File: src/rtl/dff_bank_arbiter.sv
// dff_bank_arbiter: round-robin arbiter that lets one of N_REQ requesters
// load/set/clear/toggle a shared WIDTH-bit register per three-cycle transaction.
module dff_bank_arbiter #(
  parameter int N_REQ = 4,
  parameter int WIDTH = 8,
  parameter int PTR_W = 2
) (
  input  logic                     clk,
  input  logic                     reset_n,
  input  logic [N_REQ-1:0]         req,
  input  logic [2*N_REQ-1:0]       op,
  input  logic [N_REQ*WIDTH-1:0]   d,
  output logic [N_REQ-1:0]         grant,
  output logic [N_REQ-1:0]         ack,
  output logic [WIDTH-1:0]         q,
  output logic                     busy,
  output logic [PTR_W-1:0]         last_id
);
  typedef enum logic [1:0] {S_IDLE, S_GRANT, S_COMMIT} state_t;
  state_t             r_state;
  logic [PTR_W-1:0]   r_ptr;
  logic [PTR_W-1:0]   r_sel;
  logic [PTR_W-1:0]   r_last;
  logic [N_REQ-1:0]   r_grant;
  logic [N_REQ-1:0]   r_ack;
  logic [WIDTH-1:0]   r_q;
  logic               w_any;
  logic [PTR_W-1:0]   w_pick;
  logic [PTR_W:0]     w_idx;
  logic [N_REQ-1:0]   w_pick_oh;
  logic [N_REQ-1:0]   w_sel_oh;
  logic [1:0]         w_ops [N_REQ];
  logic [WIDTH-1:0]   w_ds  [N_REQ];
  logic [1:0]         w_op;
  logic [WIDTH-1:0]   w_d;
  logic [WIDTH-1:0]   w_next;
  for (genvar i = 0; i < N_REQ; i++) begin : g_slice
    assign w_ops[i] = op[2*i +: 2];
    assign w_ds[i]  = d[WIDTH*i +: WIDTH];
  end
  // Scan downward so the last hit wins: that is the first requester at or after the pointer.
  always_comb begin
    w_any  = 1'b0;
    w_pick = '0;
    w_idx  = '0;
    for (int k = N_REQ - 1; k >= 0; k--) begin
      w_idx = {1'b0, r_ptr} + (PTR_W+1)'(k);
      w_idx = (w_idx >= (PTR_W+1)'(N_REQ)) ? w_idx - (PTR_W+1)'(N_REQ) : w_idx;
      if (req[w_idx[PTR_W-1:0]]) begin
        w_any  = 1'b1;
        w_pick = w_idx[PTR_W-1:0];
      end
    end
  end
  assign w_pick_oh = N_REQ'(1) << w_pick;
  assign w_sel_oh  = N_REQ'(1) << r_sel;
  assign w_op      = w_ops[r_sel];
  assign w_d       = w_ds[r_sel];
  assign w_next    = (w_op == 2'b00) ? w_d :
                     (w_op == 2'b01) ? '1 :
                     (w_op == 2'b10) ? '0 : r_q ^ w_d;
  always_ff @(posedge clk or negedge reset_n) begin
    if (!reset_n) begin
      r_state <= S_IDLE;
      r_ptr   <= '0;
      r_sel   <= '0;
      r_last  <= '0;
      r_grant <= '0;
      r_ack   <= '0;
      r_q     <= '0;
    end else begin
      case (r_state)
        S_IDLE: if (w_any) begin
          r_sel   <= w_pick;
          r_grant <= w_pick_oh;
          r_state <= S_GRANT;
        end
        S_GRANT: if (req[r_sel]) begin
          r_q     <= w_next;
          r_ack   <= w_sel_oh;
          r_last  <= r_sel;
          r_state <= S_COMMIT;
        end else begin
          r_grant <= '0;
          r_state <= S_IDLE;
        end
        S_COMMIT: begin
          r_grant <= '0;
          r_ack   <= '0;
          r_ptr   <= (r_sel == PTR_W'(N_REQ - 1)) ? '0 : r_sel + 1'b1;
          r_state <= S_IDLE;
        end
        default: r_state <= S_IDLE;
      endcase
    end
  end
  assign grant   = r_grant;
  assign ack     = r_ack;
  assign q       = r_q;
  assign busy    = (r_state != S_IDLE);
  assign last_id = r_last;
endmodule
File: config.mk
export PLATFORM = sky130hd
export DESIGN_NAME = dff_bank_arbiter
export DESIGN_NICKNAME = d
export VERILOG_FILES = /design/src/rtl/dff_bank_arbiter.sv
export SDC_FILE = /design/constraint.sdc
export NUM_CORES = 1
export LEC_CHECK = 0
export BUFFER_PORTS_ARGS = -buffer_cell sky130_fd_sc_hd__buf_2
export CAP_MARGIN = 20
export CORE_ASPECT_RATIO = 0.75
export CORE_MARGIN = 8
export CORE_UTILIZATION = 30
export CTS_BUF_LIST = sky130_fd_sc_hd__clkbuf_4 sky130_fd_sc_hd__clkbuf_8
export DETAILED_ROUTE_END_ITERATION = 10
export PLACE_DENSITY = 0.62
export RECOVER_POWER = 50
export SYNTH_ARGS = -nofsm -noshare
export SYNTH_HDL_FRONTEND = slang
export SYNTH_SLANG_ARGS = --single-unit
File: constraint.sdc
create_clock -name clk -period 3 [get_ports clk]
set_input_delay 0.15 -clock clk [delete_from_list [all_inputs] [get_ports clk]]
set_output_delay 0.15 -clock clk [all_outputs]
set_load 0.01 [all_outputs]
# --- Word level (Yosys, flattened, before mapping) ---
# Cells that the tools add are included.
totals:
  ff_bits: 24
  output_inout_bits: 19
  wordCells: 86
classes:
  addsub: 8
  n_lt_le_gt_ge: 10
  eq_ne: 8
  shift: 2
  muxes: 40
  bitwise_logic: 2
  n_reduce_logical: 9
op_table:
  columns: ["op", "n"]
  rows:
  - ["$mux W8", 5]
  - ["$mux W2", 13]
  - ["$bmux W8 S2", 1]
  - ["$lt A2 B3 Y1 const B", 5]
  - ["$ge A3 B3 Y1 const B", 4]
  - ["$mux W4", 3]
  - ["$pmux W4 S3", 1]
  - ["$bmux W1 S2", 5]
  - ["$mux W1", 9]
  - ["$pmux W4 S2", 1]
  - ["$shl A1 B2 Y4 const A", 2]
  - ["$sub A2 B1 Y2 const B", 4]
  - ["$xor A8 B8 Y8", 1]
  - ["$add A2 B2 Y3 const B", 2]
  - ["$eq A2 B2 Y1 const B", 3]
  - ["$ne A2 B2 Y1 const B", 3]
  - ["$reduce_and A2 Y1", 3]
  - ["$bmux W2 S2", 1]
  - ["$eq A2 B1 Y1 const B", 2]
  - ["$logic_not A2 Y1", 2]
  - ["$pmux W2 S2", 1]
  - ["$reduce_bool A2 Y1", 2]
  - ["$add A2 B1 Y3 const B", 1]
  - ["$ge A2 B3 Y1 const B", 1]
  - ["4 further kinds", 4]

# --- Logic depth before layout (Yosys ltp) ---
depth:
  depth_word: 12
  ltp_mapped: 7
  depth_no_buf: 6

# --- Worst setup path after synthesis ---
# Ideal clock, no wire load.
synth_timing:
  path_kind: "flip-flop to flip-flop"
  startpoint: "reg r_sel[0]"
  endpoint: "reg r_q[0] (netlist: q[0])"
  arrival_time_ns: 1.608
  required_ns: 2.863
  slack_ns: 1.255
  path_stages_with_launch: 7
  synth_period_minus_slack_ns: 1.745
  path_cell_list: "dfrtp_1 buf_6 buf_4 mux4_2 a21bo_2 a21oi_1 a21oi_1"
synth_between:
  elab_chain_len: 8
synth_lines:
  columns: ["element", "line_no", "rtl"]
  rows:
  - ["start: declaration", "22", "logic [PTR_W-1:0] r_sel;"]
  - ["start signal: assignment", "74", "r_sel <= w_pick;"]
  - ["$not A2 Y3 (implied by the code)", "57, 58", null]
  - ["$bmux W2 S2 / $bmux W8 S2 (equally long branches)", "57, 58", null]
  - ["$mux W2 (implied by the code) / $mux W8 (equally long branches) (2 in series)", "57, 58", null]
  - ["$eq A2 B2 Y1 / $xor A8 B8 Y8 (equally long branches)", "61", "(w_op == 2'b10) ? '0 : r_q ^ w_d;"]
  - ["$mux W8", "61", null]
  - ["$mux W8", "60", "(w_op == 2'b01) ? '1 :"]
  - ["$mux W8", "59", "assign w_next = (w_op == 2'b00) ? w_d :"]
  - ["end signal: assignment", "79", "r_q <= w_next;"]
  - ["end: declaration", "26", "logic [WIDTH-1:0] r_q;"]
# Several ways; a longest one is shown, not always the timed one. The select of a mux whose other input is x is not followed.
# A chain may end at the register's enable or synchronous reset.

# --- Final worst setup path ---
layout_timing:
  startpoint: "reg r_sel[0]"
  endpoint: "reg r_q[6] (netlist: q[6])"
# The elaborated chain is that of the path after synthesis.

==> results.ini <==
[logic_synthesis]
synth_compound_area_share_pct=24.49
netlist_top_cells_count=dfrtp_1 (24), a21oi_1 (19), o21ai_0 (14)
synth_top_area_share_pct=36.17
netlist_top_cells_area=dfrtp_1 (36%), mux4_2 (12%), a22o_1 (5.8%)
yosysTopAreaCell=dfrtp_1
yosys.area_share.simple_pct=8.591
avgSynthCellArea_sq_um=10.78
syn_area_sq_um=1660
synth_nets=207
yosysSeqAreaShare_pct=36.17
synthArstFlopShare_pct=100.0
yosys_warnings=0
synth.area.mux_share_pct=20.42
yosys_register_bits=24
netlist_instances=154
synth_edf_count=0
synthXorXnorAreaFrac_pct=0
synth_top_family_by_area=compound AO/OA/AOI/OAI gates
ys_types=30
synth_top_flop_cell=dfrtp_1
yosysMostFrequentCell=dfrtp_1
synthAdderAreaFrac_pct=5.275

[global_routing]
overflow=0
grt_pass1_wl_mm=7.272
grt_pass1_vias=1471
grt_max_degree=25
grtUsageTotal_pct=11.06
antenna_found_initial=0

[floorplanning]
die_w_um=101.9
die_area_sq_um=8195
fp-row-count=23
start_util_pct=31.02
io_pins=65
fp.dieH_um=80.43
core_sq_um=5353

[finish]
finalNonFillerCells=293
syn2layout_area_growth_pct=25.77
fin_nets=272
layout-drive-gt1-share_pct=37.61
n_antenna_cell=0
design_area_sq_um=2088

[route]
wl_met1_mm=2.226
vias=1466
antenna_left=0
drc=0
maxUsedRoutingLayer=met4
wl_per_cell_um=15.52
drt_first_pass_iters=4
route.met3.wl_um=233
wl_met2_mm=2.075
drt_wl_total_mm=4.546
via_per_inst=5.003
drt_iter0_drc=55

[place]
dp.cells=288
dpl_cell_area_sq_um=2036
port_buffers=64
routabilityCongestion=0.7871
dpl.hpwl_mm=3.611

[power_and_ir_drop]
max-vdd-ir-drop_mv=0.3073
power.density_nw_per_um2=957.6
p_leak_nw=0.9663

[timing]
period_needed_ps=2134
clock.fmax_mhz=468.7
fin_crit_sh_pct=71.12
worst_slew_pin_slew_ps=1390
timing.slew.headroom_pct=7.307
rsz0062_at_grt=no
maxSlewViolCount=0
finalSetupViolCount=0
tns_ps=0
fin_skew_ps=3.999
hold_violations=0

[worst_setup_path]
worstPathArrival_ps=2290
cp-startpoint=r_sel[0]
timing.rr.start=r_sel[0]
endpoint=q[6]
reg2regPathDepth=5
reg2reg_to=q[6]
cp_slowest_cell=dfrtp_1
crit_fanout=14
worstPathCellList=buf_4 > mux4_2 > a21bo_2 > a21oi_1 > a21oi_1
required_ps=3150
crit_top_cell=a21oi_1
criticalPathCategory=flop to flop
critPathMaxStageDelay_ps=780
startpoint_type=flop
reg2reg_slack_ps=870
end_kind=flop

[clocking]
cts_hold_buf=1
ctsResizeCount=0
root_buffer=clkbuf_8
cts_max_path_buffers=2
clk_pin_slew_worst_paths_ps=90
clk_latency_ps=270
cts_inserted_buffers=3
htree_num_levels=1
clkSinkCount=24
cts_setup_buffers=0
tritoncts=built

[worst_hold_path]
hold_class=input pin to flop
hold_start=req[2]

[outcome]
outcome=finished clean

[job]
max_cap_violations=0

cell type report:
cell class / count / area (sq um)
Timing Repair Buffer: 67 / 332.8
Inverter: 8 / 30.03
Tap cell: 75 / 93.84
Multi-Input combinational cell: 115 / 975.9
Clock buffer: 4 / 55.05
Sequential cell: 24 / 600.6
Fill cell: 560 / 3264
metal layers:
layer | vias to the layer above | GRT usage, %
met1 | 700 | 14.72
met2 | 43 | 17.52
li1 | 721 | -
met3 | 2 | 3.282
met5 | - | 0
met4 | 0 | 1.898
how the worst min path moves through the flow:
stage	cells past startpoint	endpoint
2_1_floorplan	0	ack[0]
3_3_place_gp	1	grant[0]
3_5_place_dp	1	grant[0]
4_1_cts	3	r_state[0]
5_1_grt	3	r_state[0]
6_report	3	r_state[0]
where the power goes:
group	switching [mW]	internal (mW)
combinational	0.585	0.559
sequential	0.168	0.465
clock	0.105	0.117
total	0.859	1.14
cell usage in the layout, fill, tap and decap left out, drive strengths merged, types with 5 or more instances in the layout:
cell     n
o31ai    5
buf     56
dfrtp   24
o21ai   14
a22o    11
a21oi   19
ha       7
mux4    11
clkbuf  14
nand3    7
nand2    7
mux2     5
a21bo    7
nor2     7
inv      8
cell families (layout without fill, tap and decap cells):
group	count (synthesis)	count (layout)
flops	24	24
compound gates	61	61
buf+inv	15	79
mux	18	18
simple gates	29	29
fa+ha+maj	7	7
worst max-delay path, delay by kind of cell (launching register included):
kind | cells | cell delay (ps)
multiplexers | 1 | 530
flip-flops | 1 | 780
buffers and inverters | 1 | 280
AO/OA/AOI/OAI | 3 | 420
per-stage QoR:
step / setup WS, ps / total power, mW / hold slack (ps) / util, %
2_1_floorplan: 1255 / 1.501 / -145.6 / -
3_3_place_gp: 883.8 / 1.784 / 176.7 / 38.03
3_5_place_dp: 865.0 / 1.805 / 187.2 / 38.03
4_1_cts: 842.3 / 2.042 / 261.4 / 39.25
5_1_grt: 714.8 / 2.186 / 278.0 / 39.01
6_report: 866.3 / 2.000 / 268.4 / 39.01
flip-flops by register name, indices dropped and copies added (netlist names):
register / cells
grant: 4
r_ptr: 2
r_sel: 2
r_state: 2
ack: 4
last_id: 2
q: 8
No activity file was read; power rests on OpenSTA's default activity.
